--- src/rtl/vga_overlay_ctrl.sv ---
// vga_overlay_ctrl: rectangle colour overlays with arbitrated write port, per-frame bank commit and registered hit test
//   Ports: CLK_100MHz/RESET_N (async active-low); CurrentX/CurrentY/VBlank/HBlank pixel timing;
//   REQ_VALID/REQ_READY/REQ_DATA0/REQ_DATA1 two-master config port; DIRTY, FRAME_CNT status;
//   yes/wRed/wGreen/wBlue overlay output. Optional blinking enabled by defining VGA_OVL_BLINK_EN.
module vga_overlay_ctrl #(
  parameter int NUM_RECT   = 4,
  parameter int BLINK_LOG2 = 5
) (
  input  logic        CLK_100MHz,
  input  logic        RESET_N,
  input  logic [10:0] CurrentX,
  input  logic [10:0] CurrentY,
  input  logic        VBlank,
  input  logic        HBlank,
  input  logic [1:0]  REQ_VALID,
  output logic [1:0]  REQ_READY,
  input  logic [63:0] REQ_DATA0,
  input  logic [63:0] REQ_DATA1,
  output logic        DIRTY,
  output logic [7:0]  FRAME_CNT,
  output logic        yes,
  output logic [3:0]  wRed,
  output logic [3:0]  wGreen,
  output logic [3:0]  wBlue
);
  if (NUM_RECT < 1 || NUM_RECT > 4 || BLINK_LOG2 < 0 || BLINK_LOG2 > 7) begin : g_bad_param
    $error("vga_overlay_ctrl: parameter out of range");
  end
  logic [63:0] pend_q [NUM_RECT];
  logic [63:0] act_q [NUM_RECT];
  logic ptr_q, ptr_d, vb_q, dirty_q, dirty_d, yes_q, yes_d;
  logic [7:0] frame_q, frame_d;
  logic [11:0] rgb_q, rgb_d;
  logic [1:0] gnt;
  logic xfer, sel, wok, commit;
  logic [63:0] wdata;
  logic [1:0] widx;
  logic [NUM_RECT-1:0] h;
  logic [NUM_RECT-1:0] unused_bits;
  // ptr_q holds the last winner; on contention the other master goes next
  assign gnt = !RESET_N ? 2'b00 : (&REQ_VALID) ? (ptr_q ? 2'b01 : 2'b10) : REQ_VALID;
  assign xfer = |gnt;
  assign sel = gnt[1];
  assign wdata = sel ? REQ_DATA1 : REQ_DATA0;
  assign widx = wdata[63:62];
  assign wok = xfer && (int'(widx) < NUM_RECT);
  assign commit = VBlank & ~vb_q;
  assign ptr_d = xfer ? sel : ptr_q;
  assign frame_d = commit ? frame_q + 8'd1 : frame_q;
  // a write on the commit edge still marks the pending bank as ahead of active
  assign dirty_d = wok ? 1'b1 : commit ? 1'b0 : dirty_q;
  for (genvar i = 0; i < NUM_RECT; i++) begin : g_hit
    assign h[i] = act_q[i][61]
      & (act_q[i][59:49] <= CurrentX) & (CurrentX <= act_q[i][37:27])
      & (act_q[i][48:38] <= CurrentY) & (CurrentY <= act_q[i][26:16])
`ifdef VGA_OVL_BLINK_EN
      & ~(act_q[i][60] & frame_q[BLINK_LOG2])
`endif
      ;
    assign unused_bits[i] = ^{act_q[i][63:62], act_q[i][60], act_q[i][15:12]};
  end
  always_comb begin
    yes_d = 1'b0;
    rgb_d = 12'h000;
    for (int i = NUM_RECT - 1; i >= 0; i--) begin
      yes_d = h[i] ? 1'b1 : yes_d;
      rgb_d = h[i] ? act_q[i][11:0] : rgb_d;
    end
  end
  always_ff @(posedge CLK_100MHz or negedge RESET_N) begin
    if (!RESET_N) begin
      for (int i = 0; i < NUM_RECT; i++) begin
        pend_q[i] <= '0;
        act_q[i] <= '0;
      end
      ptr_q <= 1'b0;
      vb_q <= 1'b0;
      dirty_q <= 1'b0;
      frame_q <= 8'd0;
      yes_q <= 1'b0;
      rgb_q <= 12'h000;
    end else begin
      for (int i = 0; i < NUM_RECT; i++) begin
        if (commit) act_q[i] <= pend_q[i];
        if (wok && widx == 2'(i)) pend_q[i] <= wdata;
      end
      ptr_q <= ptr_d;
      vb_q <= VBlank;
      dirty_q <= dirty_d;
      frame_q <= frame_d;
      yes_q <= yes_d & ~(VBlank | HBlank);
      rgb_q <= rgb_d;
    end
  end
  assign REQ_READY = gnt;
  assign DIRTY = dirty_q;
  assign FRAME_CNT = frame_q;
  assign yes = yes_q;
  assign {wRed, wGreen, wBlue} = rgb_q;
endmodule

--- config.mk ---
export PLATFORM = sky130hd
export DESIGN_NAME = vga_overlay_ctrl
export DESIGN_NICKNAME = d
export VERILOG_FILES = /design/src/rtl/vga_overlay_ctrl.sv
export SDC_FILE = /design/constraint.sdc
export NUM_CORES = 1
export LEC_CHECK = 0
export ABC_AREA = 1
export CAP_MARGIN = 10
export CORE_MARGIN = 2
export CORE_UTILIZATION = 40
export CTS_CLUSTER_DIAMETER = 150
export DETAILED_ROUTE_END_ITERATION = 10
export SLEW_MARGIN = 20
export SYNTH_ARGS = -nofsm -noshare
export SYNTH_HDL_FRONTEND = slang
export SYNTH_SLANG_ARGS = --single-unit
--- constraint.sdc ---
create_clock -name CLK_100MHz -period 2.2 [get_ports CLK_100MHz]
set_clock_uncertainty 0.05 [all_clocks]
set_input_delay 0.66 -clock CLK_100MHz [delete_from_list [all_inputs] [get_ports CLK_100MHz]]
set_output_delay 0.66 -clock CLK_100MHz [all_outputs]
set_load 0.05 [all_outputs]
==> impl_results.md, run 1 <==
* Final setup viols at 9
* Register-to-register setup slack at 0.01 ns
* Dpl ws at -1.14 ns
* Number of port buffers at 169
* Layout net count at 3277
* Total number of vias at 18900
* Slew Viols, Final at 0
* Synth warn at 0
* GR Util met3 at approximately 2.9%
* Synth area leaders: dfrtp_1, nand2_1, ha_1, o21ai_0, inv_1
* Worst skew pair latency at 0.60 ns
* Crit. Startpoint: CurrentX[7]
* Placement Cell Area at 26700 um^2
* PD cells at 1060 nW/um^2
* CTS buffer count at 53
* Pre-antenna DRT Iters at 5
* CTS clk-pin slew, worst paths at 0.06 ns
* RSZ-0062 raised after global routing: yes
* Synth async-reset ratio at 100%
* CTS Root Cell: clkbuf_16
* Die H at 244 um
* Worst endpoint required time at ~2.7 ns
* Tmin final at between 2 and 2.5 ns
* Lkg Pwr at roughly 14 nW
* Post-route DRC violation count at 0
* Met2 usage at 33.7%
* Status: complete, but fails checks
* Area leader, netlist: dfrtp_1
* Yosys cell types at 35
* CP arrival at roughly 2.7 ns
* Routability congestion estimate at 0.880
* Fmax at 449 MHz
* Flop and latch count out of synthesis at 480
* GRT Residual Overflow at 0
* Num ports at 180
* Routed WL at approximately 64 mm
* Critical Path Start Type: primary input
* Commonest cells in the netlist: nand2_1, dfrtp_1, o21ai_0
* CTS Buffer Depth at 3
* Max-slew headroom at 36.9%
* CTS HTree Levels at 2
* Std cell rows at 88
* Routed len/inst at about 17 um
* FF-to-FF path depth at 14
* Ant diodes at 0
* Worst min path class: reg -> reg
* Die Area at around 60000 um^2
* Critical Path End: rgb_q[4]$_DFF_PN0_
* Inst Count DP at 3639
* PnR worst setup slack at -0.0267 ns
* Number of flops mapped to enable cells by yosys at 0
* Busiest grt layer: met2
* Largest net degree at the start of global routing at 125
* Crit path kind: in -> reg
* MaxCap Viol Count at 0
* Synth Net Count at about 3000
* Share of the synthesized area in the top cell type at 52.1%
* CTS Sinks at 480
* Layout cells sized above 1 at ~14%
* CP cell instances: clkdlybuf4s15_1 -> inv_2 -> buf_4 -> ha_1 -> nand2_1 -> nor2_4 -> and2_4 -> nand4_1 -> nand2_2 -> inv_1 -> nor2_4 -> clkbuf_16 -> nand3_2 -> nand2_2 -> nand3_2 -> a21oi_2
* Failing checks: setup timing
* Slew @ Worst Pin at 0.946 ns
* Reg-to-reg endpoint: rgb_q[2]$_DFF_PN0_
* Worst-path fanout max at 5
* Routed Antenna Nets at 0
* Area growth syn-to-layout at 26.8%
* Fillers at about 5300
* Sequential fraction of the synthesis area at a little over half
* Initial Util at between 40% and 50%
* Crit share post-route at 101%
* Final Util at 51.0%
* CP Capture Type: register
* Met1 usage at 31.3%
* DR iter-0 viols at 1451
* Slowest CP cell: ha_1
* Number of global-route vias before repair at 19000
* DIE WIDTH at 244 um
* Post-Synthesis Cells at about 2700
* Fin area at 29200 um^2
* Top FF cell, synth: dfrtp_1
* Sum Neg Setup Slack at -0.122 ns
* Slowest stage delay, CP at 0.27 ns
* Antenna violations before repair at 1
* Multi-input gate area at roughly 10000 um^2
* Hold Path Depth at 1
* Peak supply drop at 0.646 mV
* RR Startpoint: act_q[123]$_DFFE_PN0P_
* Global-route wire length before repair at just over 100 mm
* Detailed placer's ending HPWL at about 46 mm
* Synth Cell Area at roughly 23000 um^2
* Tot GR Track Use at 21.4%
* Via/cell ratio at 5.04
* CTS tree: done
* Core Region at 57400 um^2
* Hold violation total from the final report at 0
* Syn_area_per_cell at 8.61 um^2
* Final cell count without fillers at about 3800
* Register area at 12000 um^2
* Most common cell in the synthesized netlist: nand2_1
[worst min path at each step]
stage                             startpoint                       end  slack (ns)
floorplan                            RESET_N         DIRTY$_DFFE_PN0P_        0.31
global placement      act_q[198]$_DFFE_PN0P_        rgb_q[6]$_DFF_PN0_        0.42
detailed placement     act_q[68]$_DFFE_PN0P_     act_q[68]$_DFFE_PN0P_        0.42
CTS                 FRAME_CNT[7]$_DFFE_PN0P_  FRAME_CNT[7]$_DFFE_PN0P_        0.43
global route           act_q[68]$_DFFE_PN0P_     act_q[68]$_DFFE_PN0P_        0.45
finish              FRAME_CNT[7]$_DFFE_PN0P_  FRAME_CNT[7]$_DFFE_PN0P_        0.42
[worst max-delay path: cells and delay by family]
family	cells	cell delay [ns]
adders and majority gates	1	0.27
AOI/OAI and AO/OA	1	0.13
buffers and inverters	5	0.68
and+or+nand+nor	9	0.95
[layer usage]
| layer | vias up | part of all wire [%] |
|---|---|---|
| met5 | - | 0 |
| met4 | 0 | 2.1 |
| met3 | 91 | 4.8 |
| met2 | 429 | 45 |
| met1 | 9167 | 48 |
| li1 | 9205 | - |
[flip-flops by register name (all words and copies together) (netlist names)]
name,count
DIRTY,1
FRAME_CNT,8
act_q,228
pend_q,228
ptr_q,1
rgb_q,12
vb_q,1
yes,1
[kinds of logic (layout without fill, tap and decap cells)]
family / after synthesis / after routing / synth area share (%)
simple gates: 999 / 999 / 17.3
compound gates: 573 / 573 / 13.1
flops: 480 / 480 / 52.1
buf+inv: 442 / 750 / 7.57
fa+ha+maj: 177 / 177 / 9.60
xor+xnor: 7 / 7 / 0.266
mux: 1 / 1 / 0.0434
[power breakdown]
part	switching, mW	internal (mW)
clock	3.67	5.56
sequential	1.40	11.6
combinational	5.27	3.48
[cells in the final DEF, fill, tap and decap left out, types with 15 or more instances in the layout]
| master | instances |
|---|---|
| nand4_1 | 25 |
| inv_1 | 296 |
| buf_12 | 38 |
| o21ai_0 | 362 |
| nor2_1 | 136 |
| buf_6 | 15 |
| a21oi_1 | 63 |
| dfrtp_1 | 478 |
| ha_1 | 163 |
| clkbuf_16 | 55 |
| buf_4 | 127 |
| a31oi_1 | 89 |
| nand3_1 | 38 |
| nand2_1 | 706 |
| inv_2 | 22 |
| nand2_2 | 26 |
| o21ai_1 | 32 |
| clkdlybuf4s50_1 | 120 |
[repair_timing]
action,4_1_cts,5_1_grt
cloned,2,1
buffers inserted,6,6
endpoints found under the hold margin,3,0
hold buffers,1,0
endpoints found under the setup margin,16,21
resized for setup,126,95
pin swaps,20,39
[final cells by class]
type	instances	share of cell area, %
inverters	323	4.21
clock inverters	25	1.11
clock buffers	73	5.10
well taps	765	3.27
repair buffers	329	11.5
multi-input cells	1757	33.7
flip-flops and latches	480	41.1
[metrics by stage]
stage | hold slack, ns | power [mW]
6_report | 0.419 | 31.0
5_1_grt | 0.452 | 33.0
4_1_cts | 0.431 | 30.9
3_5_place_dp | 0.416 | 21.3
3_3_place_gp | 0.416 | 20.9
2_1_floorplan | 0.314 | 17.9
Note: power is estimated with default switching activity, not from simulation.
==> run 2, diff against run 1 <==
--- a/config.mk
+++ b/config.mk
@@ -11,6 +11,8 @@
 export CORE_UTILIZATION = 40
 export CTS_CLUSTER_DIAMETER = 150
 export DETAILED_ROUTE_END_ITERATION = 10
+export DONT_BUFFER_PORTS = 1
+export PLACE_DENSITY = 0.56
 export SLEW_MARGIN = 20
 export SYNTH_ARGS = -nofsm -noshare
 export SYNTH_HDL_FRONTEND = slang
==> impl_results.md, run 2 (synthesized netlist as in run 1, its figures left out) <==
* Status: complete, but fails checks
* Failing checks: hold timing, slew limit, setup timing
* CTS Buffer Depth at 3
* DIE WIDTH at about 240 um
* CTS Sinks at between 400 and 500
* Critical Path Start Type: primary input
* Total number of vias at 18100
* Routability congestion estimate at 0.826
* CP arrival at 1.80 ns
* Final cell count without fillers at 3551
* Lkg Pwr at 13.3 nW
* Post-route DRC violation count at 0
* Std cell rows at 88
* Number of port buffers at 0
* PnR worst setup slack at -0.311 ns
* Worst skew pair latency at 0.60 ns
* Largest net degree at the start of global routing at 483
* Hold violation total from the final report at 272
* Number of global-route vias before repair at approximately 18000
* Slowest CP cell: a21oi_4
* Core Region at 57400 um^2
* Worst min path class: in -> async
* Num ports at between 150 and 200
* Fmax at roughly 400 MHz
* Inst Count DP at about 3400
* Die Area at 59600 um^2
* Most common cell after layout, fill and taps aside: nand2_1
* Commonest cells after routing, fill and taps aside: nand2_1, dfrtp_1, o21ai_0
* MaxCap Viol Count at 0
* CTS HTree Levels at 2
* Area growth syn-to-layout at 19.7%
* Routed WL at roughly 62 mm
* Peak supply drop at 0.683 mV
* Max-slew headroom at -11.1%
* RSZ-0062 raised after global routing: yes
* Worst endpoint required time at 1.49 ns
* Routed len/inst at 17.6 um
* Fillers at 5367
* Detailed placer's ending HPWL at ~42 mm
* Layout net count at between 3000 and 4000
* Crit path kind: in -> out
* PD cells at between 1000 and 1500 nW/um^2
* CTS buffer count at 52
* Slowest stage delay, CP at ~0.27 ns
* CTS tree: done
* CTS clk-pin slew, worst paths at roughly 0.060 ns
* Routed Antenna Nets at 0
* Delay-heaviest family, CP: buffers and inverters
* Die H at 244 um
* Pre-antenna DRT Iters at 6
* Final Hold Slack at -0.280 ns
* Slew Viols, Final at 160
* CTS Root Cell: clkbuf_16
* Final setup viols at between 200 and 250
* DR iter-0 viols at around 1500
* Antenna violations before repair at 0
* Biggest regs: act_q: 228 flops, pend_q: 228 flops, rgb_q: 12 flops
* CP cell instances: nand2_1 -> a21oi_4 -> buf_6 -> buf_8
* Worst-path fanout max at 482
* Layout cells sized above 1 at around an eighth
* Tot GR Track Use at 20.5%
* Slew @ Worst Pin at between 1.5 and 2 ns
* CP Capture Type: primary output
* Final Util at 48.1%
* Tmin final at 2.51 ns
* Crit path buffers/inverters at 2
* Via/cell ratio at 5.09
* Initial Util at approximately two fifths
* Global-route wire length before repair at 96.9 mm
* Crit share post-route at 114%
* Ant diodes at 0
* GRT Residual Overflow at 0
* Total power at 29.9 mW
==> run 2: changes by cell type in the layout (fill, tap and decap cells not counted), moves of 9 or more <==
cell	delta
buf_4	-40
buf_6	-9
clkdlybuf4s50_1	-120
ha_1	-10
ha_4	+10
==> run 2: where the power goes <==
group          switching, mW  leakage (nW)  internal, mW  total [mW]
combinational           4.64          6.60          3.31        7.96
clock                   3.61         0.808          4.98        8.59
sequential              1.77          5.85          11.6        13.4
==> run 2: final cells by class <==
| class | count | area, um^2 | area share, % |
|---|---|---|---|
| inverter | 323 | 1220 | 4.43 |
| clock inverter | 15 | 175 | 0.634 |
| sequential | 480 | 12000 | 43.5 |
| tap | 765 | 957 | 3.47 |
| multi-input combinational | 1757 | 10100 | 36.4 |
| clock buffer | 72 | 1470 | 5.31 |
| timing repair buffer | 139 | 1720 | 6.22 |
==> run 2: layer usage <==
layer  GRT usage (%)  share of wire [%]  vias to the layer above
met5               0                  0                        -
met4            5.90                2.4                        0
met3            3.63                5.1                       88
met2            31.3                 44                      400
met1            29.9                 48                     8756
li1                -                  -                     8824
==> run 2: final timing paths <==
path,startpoint,endpoint,slack (ns),cells after the start
setup / recovery,RESET_N,REQ_READY[0],-0.31,4
hold / removal,RESET_N,act_q[216]$_DFFE_PN0P_,-0.28,0
setup reg to reg,ptr_q$_DFFE_PN0P_,pend_q[122]$_DFFE_PN0P_,0.03,12
hold reg to reg,pend_q[227]$_DFFE_PN0P_,act_q[227]$_DFFE_PN0P_,0.43,2
max in group asynchronous,RESET_N,pend_q[247]$_DFFE_PN0P_,1.06,0
min in group CLK_100MHz,VBlank,vb_q$_DFF_PN0_,0.05,0
==> run 2: timing repair <==
action,CTS,global route
resized for setup,26,155
pin swaps,5,68
setup endpoints to repair,15,64
gates cloned,2,6
endpoints found under the hold margin,480,480
setup buffers,5,16
==> run 2: per-stage QoR <==
stage                     setup TNS [ns]  worst slack (ns)  area, um^2
after floorplan                 -0.00873          -0.00873       23100
after global placement            -44.81            -0.458       24800
after detailed placement          -55.76            -0.477       24800
after CTS                         -0.271            -0.139       26700
after global routing               -4.49            -0.111       27600
final                             -33.19            -0.311       27600
==> run 2: worst reg2reg max path: stages (launching register included) <==
cell and delay (ns):
dfrtp_1 0.37, inv_2 0.06, a21oi_4 0.24, buf_4 0.16, buf_4 0.14, nor2_1 0.07
or2_4 0.27, nor2_4 0.12, buf_12 0.18, buf_4 0.15, clkbuf_16 0.14, nand2_1 0.05
o21ai_0 0.08
==> run 3, diff against run 2 <==
--- a/config.mk
+++ b/config.mk
@@ -9,6 +9,7 @@
 export CAP_MARGIN = 10
 export CORE_MARGIN = 2
 export CORE_UTILIZATION = 40
+export CTS_BUF_LIST = sky130_fd_sc_hd__clkbuf_4 sky130_fd_sc_hd__clkbuf_8 sky130_fd_sc_hd__clkbuf_16
 export CTS_CLUSTER_DIAMETER = 150
 export DETAILED_ROUTE_END_ITERATION = 10
 export DONT_BUFFER_PORTS = 1
==> impl_results.md, run 3 (synthesized netlist as in run 1, its figures left out) <==
* Worst endpoint required time at roughly 1.5 ns
* PnR worst setup slack at -0.355 ns
* Antenna violations before repair at 0
* CP arrival at 1.84 ns
* CTS Sinks at 480
* Tmin final at around 2.6 ns
* Layout cells sized above 1 at roughly 14%
* Inst Count DP at between 3000 and 4000
* Num ports at 180
* Max-slew headroom at -91.5%
* Tot GR Track Use at 20.5%
* CTS clk-pin slew, worst paths at 0.06 ns
* Routed len/inst at 17.6 um
* CTS tree: done
* Layout net count at approximately 3100
* Crit path kind: in -> out
* Crit share post-route at 116%
* Global-route wire length before repair at 96.8 mm
* Pre-antenna DRT Iters at 6
* Ant diodes at 0
* Largest net degree at the start of global routing at between 400 and 500
* Critical Path Start Type: primary input
* Final Hold Slack at -0.302 ns
* Uppermost routed layer: met4
* Register area at between 10000 and 15000 um^2
* RR Startpoint: ptr_q$_DFFE_PN0P_
* CTS buffer count at 52
* Crit path buffers/inverters at 2
* Biggest regs: act_q: 228 flops, pend_q: 228 flops, rgb_q: 12 flops
* Lkg Pwr at 13.3 nW
* Worst skew pair latency at 0.60 ns
* Sum Neg Setup Slack at -44.26 ns
* GRT Residual Overflow at 0
* Final setup viols at 229
* Fillers at 5356
* Std cell rows at ~90
* Placement Cell Area at between 20000 and 25000 um^2
* Fin area at 27700 um^2
* Number of global-route vias before repair at between 15000 and 20000
* Total number of vias at 18100
* CP Capture Type: primary output
* Slowest stage delay, CP at 0.28 ns
* Met2 wire length at 27.7 mm
* Wl on met1 at 29.9 mm
* Delay-heaviest family, CP: compound AO/OA/AOI/OAI gates
* Slew @ Worst Pin at between 2 and 3 ns
* Failing checks: hold timing, slew limit, setup timing
* Hold violation total from the final report at 136
* Fmax at a little under 400 MHz
* Most common cell after layout, fill and taps aside: nand2_1
* Total power at 30.0 mW
* Status: complete, but fails checks
* MaxCap Viol Count at 0
* Register-to-register setup slack at 0.03 ns
* DR iter-0 viols at 1444
* Worst-path fanout max at 482
* DR WL met3 at 3.33 mm
* Via/cell ratio at 5.09
* Core Region at 57400 um^2
* CTS Root Cell: clkbuf_16
* Peak supply drop at 0.685 mV
* DIE WIDTH at between 200 and 250 um
* Slew Viols, Final at 309
* Initial Util at 40.2%
* CTS HTree Levels at 2
* PD cells at 1090 nW/um^2
* Slowest CP cell: a21oi_4
* CTS Buffer Depth at 3
* CP cell instances: nand2_1 -> a21oi_4 -> buf_6 -> buf_8
* Die Area at 59600 um^2
* Post-route DRC violation count at 0
* Number of port buffers at 0
* Detailed placer's ending HPWL at 42.1 mm
* Final cell count without fillers at around 3600
* Die H at 244 um
* Multi-input gate area at 10100 um^2
* Routability congestion estimate at 0.826
* Area growth syn-to-layout at 19.9%
* FF-to-FF path depth at 12
* Worst min path class: in -> async
* Dpl ws at -0.477 ns
* Routed WL at 62.5 mm
* Commonest cells after routing, fill and taps aside: nand2_1, dfrtp_1, o21ai_0
* Reg-to-reg endpoint: pend_q[122]$_DFFE_PN0P_
* RSZ-0062 raised after global routing: yes
* Routed Antenna Nets at 0
## run 3: report_power, final
| group | internal, mW | leakage [nW] | switching (mW) |
|---|---|---|---|
| combinational | 3.32 | 6.61 | 4.64 |
| clock | 5.11 | 0.846 | 3.61 |
| sequential | 11.6 | 5.85 | 1.77 |
## run 3: timing repair
action | in CTS | in global routing
pin swaps | 5 | 68
resized for setup | 26 | 155
buffers inserted | 5 | 17
cloned | 2 | 6
endpoints found under the hold margin | 480 | 480
endpoints found under the setup margin | 15 | 64
## run 3: cell type report
cell class / instances / share of cell area [%]
sequential: 480 / 43.4
multi-input combinational: 1757 / 36.4
timing repair buffer: 140 / 6.23
clock buffer: 72 / 5.45
inverter: 323 / 4.42
tap: 765 / 3.46
clock inverter: 15 / 0.633
## run 3: through the flow
step / hold slack (ns) / util [%]
global route: -0.319 / 48.2
detailed placement: 0.331 / 43.3
global placement: 0.330 / 43.3
floorplan: 0.314 / -
CTS: -0.327 / 46.6
finish: -0.302 / 48.2
## run 3: worst register-to-register path: cells and delay by family (launching register included)
kind                   cells  cell delay [ns]
AOI/OAI and AO/OA          2             0.32
and+or+nand+nor            4             0.51
buffers and inverters      6             0.84
DFF                        1             0.37
## run 3: worst max path at each step
| stage | start | end | slack, ns | cells after the start |
|---|---|---|---|---|
| 2_1_floorplan | REQ_VALID[0] | REQ_READY[1] | -0.009 | 5 |
| 3_3_place_gp | CurrentX[5] | rgb_q[0]$_DFF_PN0_ | -0.46 | 14 |
| 3_5_place_dp | CurrentX[5] | rgb_q[5]$_DFF_PN0_ | -0.48 | 14 |
| 4_1_cts | ptr_q$_DFFE_PN0P_ | REQ_READY[1] | -0.14 | 5 |
| 5_1_grt | act_q[25]$_DFFE_PN0P_ | rgb_q[4]$_DFF_PN0_ | -0.11 | 16 |
| 6_report | RESET_N | REQ_READY[0] | -0.35 | 4 |
## run 3: metal layers
layer	global-route usage (%)	vias to the layer above
li1	-	8825
met1	29.9	8779
met2	31.3	383
met3	3.63	86
met4	5.97	0
met5	0	-
